**config.mk**
```make
export PLATFORM = sky130hd
export DESIGN_NAME = disp_scan
export DESIGN_NICKNAME = d
export VERILOG_FILES = /design/src/rtl/disp_scan.sv
export SDC_FILE = /design/constraint.sdc
export NUM_CORES = 1
export LEC_CHECK = 0
export BUFFER_PORTS_ARGS = -buffer_cell sky130_fd_sc_hd__buf_2
export CAP_MARGIN = 40
export CORE_ASPECT_RATIO = 0.8
export CORE_MARGIN = 2
export CORE_UTILIZATION = 35
export CTS_BUF_LIST = sky130_fd_sc_hd__clkbuf_4
export CTS_CLUSTER_SIZE = 12
export DETAILED_ROUTE_END_ITERATION = 6
export PLACE_DENSITY = 0.64
export SYNTH_ARGS = -nofsm -noshare
export SYNTH_HDL_FRONTEND = slang
export SYNTH_SLANG_ARGS = --single-unit
export TNS_END_PERCENT = 5
```
**constraint.sdc**
```tcl
create_clock -name clk -period 2.16 [get_ports clk]
set_input_delay 0.108 -clock clk [delete_from_list [all_inputs] [get_ports clk]]
set_output_delay 0.108 -clock clk [all_outputs]
set_load 0.02 [all_outputs]
```
**src/rtl/disp_scan.sv**
```systemverilog
// Four-digit multiplexed seven-segment scanner showing a frame-synchronous
// snapshot of the CPU accumulator (digits 0-1) and instruction pointer (digits 2-3).
module disp_scan #(
  parameter int unsigned PRESCALE = 50000,
  parameter int unsigned DEAD     = 2500
) (
  input  logic       clk,
  input  logic       rst,
  input  logic [7:0] acc_v,
  input  logic [7:0] ip,
  input  logic       blank,
  output logic [3:0] an,
  output logic [6:0] seg,
  output logic       dp,
  output logic       frame_tick
);

  localparam int unsigned CW = (PRESCALE > 1) ? $clog2(PRESCALE) : 1;

  logic [CW-1:0] cnt_q, cnt_d;
  logic [1:0]    idx_q, idx_d;
  logic [15:0]   snap_q, snap_d;
  logic [3:0]    an_q, an_d;
  logic [6:0]    seg_q, seg_d;
  logic          dp_q, dp_d;
  logic          frame_tick_q, frame_tick_d;

  logic          wrap;
  logic          frame_end;
  logic [3:0]    nib;

  // Active-low glyphs, bit 6 = segment g down to bit 0 = segment a.
  function automatic logic [6:0] hex_glyph(input logic [3:0] n);
    case (n)
      4'h0: hex_glyph = 7'b1000000;
      4'h1: hex_glyph = 7'b1111001;
      4'h2: hex_glyph = 7'b0100100;
      4'h3: hex_glyph = 7'b0110000;
      4'h4: hex_glyph = 7'b0011001;
      4'h5: hex_glyph = 7'b0010010;
      4'h6: hex_glyph = 7'b0000010;
      4'h7: hex_glyph = 7'b1111000;
      4'h8: hex_glyph = 7'b0000000;
      4'h9: hex_glyph = 7'b0010000;
      4'hA: hex_glyph = 7'b0001000;
      4'hB: hex_glyph = 7'b0000011;
      4'hC: hex_glyph = 7'b1000110;
      4'hD: hex_glyph = 7'b0100001;
      4'hE: hex_glyph = 7'b0000110;
      4'hF: hex_glyph = 7'b0001110;
    endcase
  endfunction

  always_comb begin
    // NOTE: every combinational output gets a default first so no path can infer a latch.
    cnt_d        = cnt_q + 1'b1;
    idx_d        = idx_q;
    snap_d       = snap_q;
    an_d         = 4'b1111;
    seg_d        = 7'b1111111;
    dp_d         = 1'b1;
    nib          = snap_q[3:0];

    wrap         = (cnt_q == CW'(PRESCALE - 1));
    frame_end    = wrap && (idx_q == 2'd3);
    frame_tick_d = frame_end;

    if (wrap) begin
      cnt_d = '0;
      idx_d = idx_q + 2'd1;
    end
    if (frame_end) snap_d = {ip, acc_v};

    case (idx_q)
      2'd0: nib = snap_q[3:0];
      2'd1: nib = snap_q[7:4];
      2'd2: nib = snap_q[11:8];
      2'd3: nib = snap_q[15:12];
    endcase

    // Dead time at slot start keeps the previous digit from ghosting into this one.
    if (!blank && (cnt_q >= CW'(DEAD))) begin
      an_d  = ~(4'b0001 << idx_q);
      seg_d = hex_glyph(nib);
      dp_d  = (idx_q != 2'd2);
    end
  end

  // NOTE: the snapshot is cleared on reset too, so a frame interrupted by reset
  // can never display stale data afterwards.
  always_ff @(posedge clk or negedge rst) begin
    if (!rst) begin
      cnt_q        <= '0;
      idx_q        <= '0;
      snap_q       <= '0;
      an_q         <= 4'b1111;
      seg_q        <= 7'b1111111;
      dp_q         <= 1'b1;
      frame_tick_q <= 1'b0;
    end else begin
      // NOTE: non-blocking assignments so every flop samples pre-edge values.
      cnt_q        <= cnt_d;
      idx_q        <= idx_d;
      snap_q       <= snap_d;
      an_q         <= an_d;
      seg_q        <= seg_d;
      dp_q         <= dp_d;
      frame_tick_q <= frame_tick_d;
    end
  end

  assign an         = an_q;
  assign seg        = seg_q;
  assign dp         = dp_q;
  assign frame_tick = frame_tick_q;

endmodule

```
==> impl_metrics.py <==
metrics = {
    "outcome": {
        "status": "finished clean",
    },
    "worst_setup_path": {
        "worst_setup_path_end_kind": "register",
        "arrival_ns": 2.32,
        "worstPathRequired_ns": 2.47,
        "crit_fanout": 7,
        "critPathKind": "reg -> reg",
        "crit_path_start_kind": "register",
    },
    "global_route": {
        "use_met2_pct": 18.6,
        "grt_pass1_wl_um": 7600,
        "grt_max_degree": 23,
        "antenna_found_initial": 0,
        "grt-busiest-layer": "met1",
        "grt_util_all_layers_pct": 13.2,
        "gr-usage-met3_pct": 3.07,
        "grt_pass1_vias": 1640,
        "overflow": 0,
        "met1_usage_pct": 20.3,
    },
    "flow_run": {
        "drv_cap": 0,
    },
    "clocking": {
        "clock-sinks": 46,
        "cts_buffers": 5,
        "cts_tree": "done",
        "clk_latency_ns": 0.35,
        "clkTransAtPathRegs_ns": 0.13,
        "cts_buffer_depth": 2,
        "root_buffer": "clkbuf_4",
        "h-tree-depth": 2,
    },
    "drt": {
        "num_vias": 1646,
        "drtIter0Drc": 72,
        "avgViaCountPerCell": 4.73,
        "wl_per_cell_um": 12.6,
        "wl_um": 4390,
        "postRouteAntennaNets": 0,
        "drc": 0,
        "dr.pass1.iters": 4,
    },
    "timing": {
        "fmax_ghz": 0.497,
        "tns_ns": 0,
        "final.setup.worst_slack_ns": 0.147,
        "drv_slew": 0,
        "worst_pin_slew_ns": 0.604,
        "finalCritPeriodShare_pct": 93.2,
        "slew_headroom_pct": 59.5,
        "finClkSkew_ns": 0.0109,
        "min_period_ns": 2.01,
        "setup_violations": 0,
        "hold_viol": 0,
    },
    "place": {
        "place_inst": 322,
        "place_congestion": 0.869,
        "preCtsSetupSlack_ns": 0.0526,
        "dpl.hpwl_um": 3200,
        "io_buffer_count": 31,
    },
    "layout": {
        "stdcell_count": 348,
        "num-nets-final": 295,
        "final_layout_size_suffix_gt1_share_pct": 36.0,
        "diodes": 0,
        "syn_to_final_growth_pct": 28.8,
    },
    "logic_synthesis": {
        "syn_nets": 233,
        "synthSimpleGateAreaFrac_pct": 14.5,
        "yosys.area_share.adder_pct": 7.10,
        "yosys_register_bits": 46,
        "ys_warn_count": 0,
        "synth_mux_area_share_pct": 10.0,
        "synth_top_family_by_area": "simple AND/OR/NAND/NOR gates",
        "synth-compound-area-share_pct": 7.59,
        "syn_area_per_cell_um2": 11.4,
        "netlist_instances": 201,
        "syn_area_um2": 2290,
        "yosys.cell_types.count": 37,
        "seq_area_frac_synth_pct": 50.8,
        "synthXorXnorAreaFrac_pct": 4.97,
    },
    "die": {
        "start_util_pct": 35.9,
        "die_area_um2": 7220,
        "coreArea_um2": 6380,
        "die_w_um": 94.5,
        "rows": 26,
        "fp.dieH_um": 76.4,
        "io_pins": 32,
    },
    "power": {
        "p_sw_share_pct": 20.2,
        "p_int_w": 0.00116,
        "ir_drop_mv": 0.245,
        "pwr-share-comb_pct": 4.5,
        "power_density_nw_per_um2": 492,
        "power_switching_w": 0.000293,
        "p_leak_nw": 1.38,
        "pwr-share-clk_pct": 36.1,
        "seqPwrFrac_pct": 59.4,
    },
    "hold_path": {
        "hold_class": "in -> reg",
    },
}
-- cells by family (layout without fill, tap and decap cells) --
kind of cell | count (synthesis) | in the layout
simple gates | 63 | 63
flops | 46 | 46
compound gates | 25 | 25
buf+inv | 22 | 85
mux | 19 | 19
fa+ha+maj | 13 | 13
xor+xnor | 13 | 13
-- worst paths after layout --
kind / startpoint / end / slack, ns / cells after the start
min in group asynchronous: rst / cnt_q[15]$_DFF_PN0_ / 0.24 / 2
max: idx_q[1]$_DFFE_PN0N_ / seg[3]$_DFF_PN1_ / 0.15 / 9
min: blank / seg[3]$_DFF_PN1_ / 0.14 / 4
max reg2reg: idx_q[1]$_DFFE_PN0N_ / seg[3]$_DFF_PN1_ / 0.15 / 9
max in group asynchronous: rst / an[0]$_DFF_PN1_ / 1.23 / 4
min reg2reg: cnt_q[5]$_DFF_PN0_ / cnt_q[5]$_DFF_PN0_ / 0.50 / 1
-- worst max-delay path, cell delays in order, from the launching register on --
cell and delay (ns):
dfrtp_2 0.48, ha_4 0.20, a222oi_1 0.38, mux2i_2 0.19
inv_2 0.13, buf_6 0.12, ha_4 0.12, nand2_1 0.05
a32o_1 0.25, nand2_1 0.06
-- per-layer routing --
layer | routed length (um) | up-vias | share of wire [%]
met5 | 0 | - | 0
met4 | 36 | 0 | 0.82
met3 | 220 | 5 | 5.0
met2 | 1930 | 38 | 44
met1 | 2200 | 786 | 50
li1 | - | 817 | -
-- power by group through the flow --
stage	clock network (W)	registers [W]	logic (W)
6_report	0.000524	0.000862	0.0000648
4_1_cts	0.000546	0.000862	0.0000663
3_5_place_dp	0	0.000878	0.0000427
5_1_grt	0.000593	0.000863	0.0000724
3_3_place_gp	0	0.000878	0.0000364
2_1_floorplan	0	0.000878	0.000000419
-- state kept, by name, summed over array words and instances (netlist names) --
| register | count |
|---|---|
| snap_q | 16 |
| cnt_q | 16 |
| seg | 7 |
| frame_tick | 1 |
| idx_q | 2 |
| an | 4 |
-- per-stage QoR --
stage,utilization [%],total power [W],cell area [um^2],hold slack (ns)
3_5_place_dp,41.2,0.000920,2630,0.0974
5_1_grt,46.3,0.00153,2950,0.117
2_1_floorplan,-,0.000878,2290,-0.188
3_3_place_gp,40.8,0.000914,2600,0.287
4_1_cts,45.2,0.00148,2880,0.114
6_report,46.3,0.00145,2950,0.138
-- cells in the final DEF, fill, tap and decap left out, drive strengths merged, types with 3 or more instances in the layout --
| cell | netlist | routed |
|---|---|---|
| buf | 5 | 46 |
| ha | 13 | 13 |
| nand2 | 19 | 19 |
| nand4 | 6 | 6 |
| a222oi | 3 | 3 |
| nor2 | 16 | 16 |
| nand3 | 8 | 8 |
| mux2i | 5 | 5 |
| o21ai | 7 | 7 |
| mux2 | 14 | 14 |
| clkbuf | 3 | 6 |
| nor3 | 4 | 4 |
| xor2 | 5 | 5 |
| a21oi | 5 | 5 |
| xnor2 | 8 | 8 |
| inv | 14 | 14 |
| o221ai | 5 | 5 |
| dlygate4sd3 | 0 | 17 |
| dfrtp | 35 | 35 |
| dfstp | 11 | 11 |
-- what timing repair did --
item	in CTS	in global routing
buffers inserted	0	1
hold buffers	17	0
endpoints found under the hold margin	30	0
gates resized for setup	0	16
setup endpoints to repair	0	7
-- synth_stat cells --
library cell  instances  area share [%]
buf_2                 2            0.44
nor2_1               16             2.6
buf_6                 2            0.98
nor3_1                4            0.87
nand3b_1              1            0.33
a31oi_1               1            0.27
o221ai_1              5             1.9
nor2b_1               2            0.55
nand2_1              19             3.1
or2_2                 2            0.55
nand4_2               1            0.55
a211oi_1              1            0.33
nand2b_1              1            0.27
mux2_4                6             3.9
nand4_1               5             1.4
dfstp_2              11              13
a222oi_1              3             1.3
clkbuf_1              2            0.33
nor4b_4               1             1.0
or4_1                 1            0.33
mux2_2                8             3.9
dfrtp_1              35              38
xor2_1                5             1.9
clkbuf_8              1            0.60
inv_1                14             2.3
nor4b_2               1            0.65
o21ai_0               7             1.5
xnor2_1               8             3.1
nand3_1               8             1.7
buf_4                 1            0.33
and4bb_1              1            0.55
mux2i_1               5             2.2
ha_1                 13             7.1
o2bb2ai_1             1            0.38
a22oi_1               1            0.33
a21oi_1               5             1.1
a32o_1                1            0.44
-- area by class of cell --
| type | instances | area (um^2) |
|---|---|---|
| multi-input cells | 133 | 1070 |
| repair buffers | 63 | 474 |
| flip-flops and latches | 46 | 1170 |
| inverters | 14 | 52.6 |
| clock buffers | 6 | 45.0 |
| fillers | 609 | 3420 |
| well taps | 84 | 105 |
| clock inverters | 2 | 37.5 |
(Power assumes the default switching activity.)
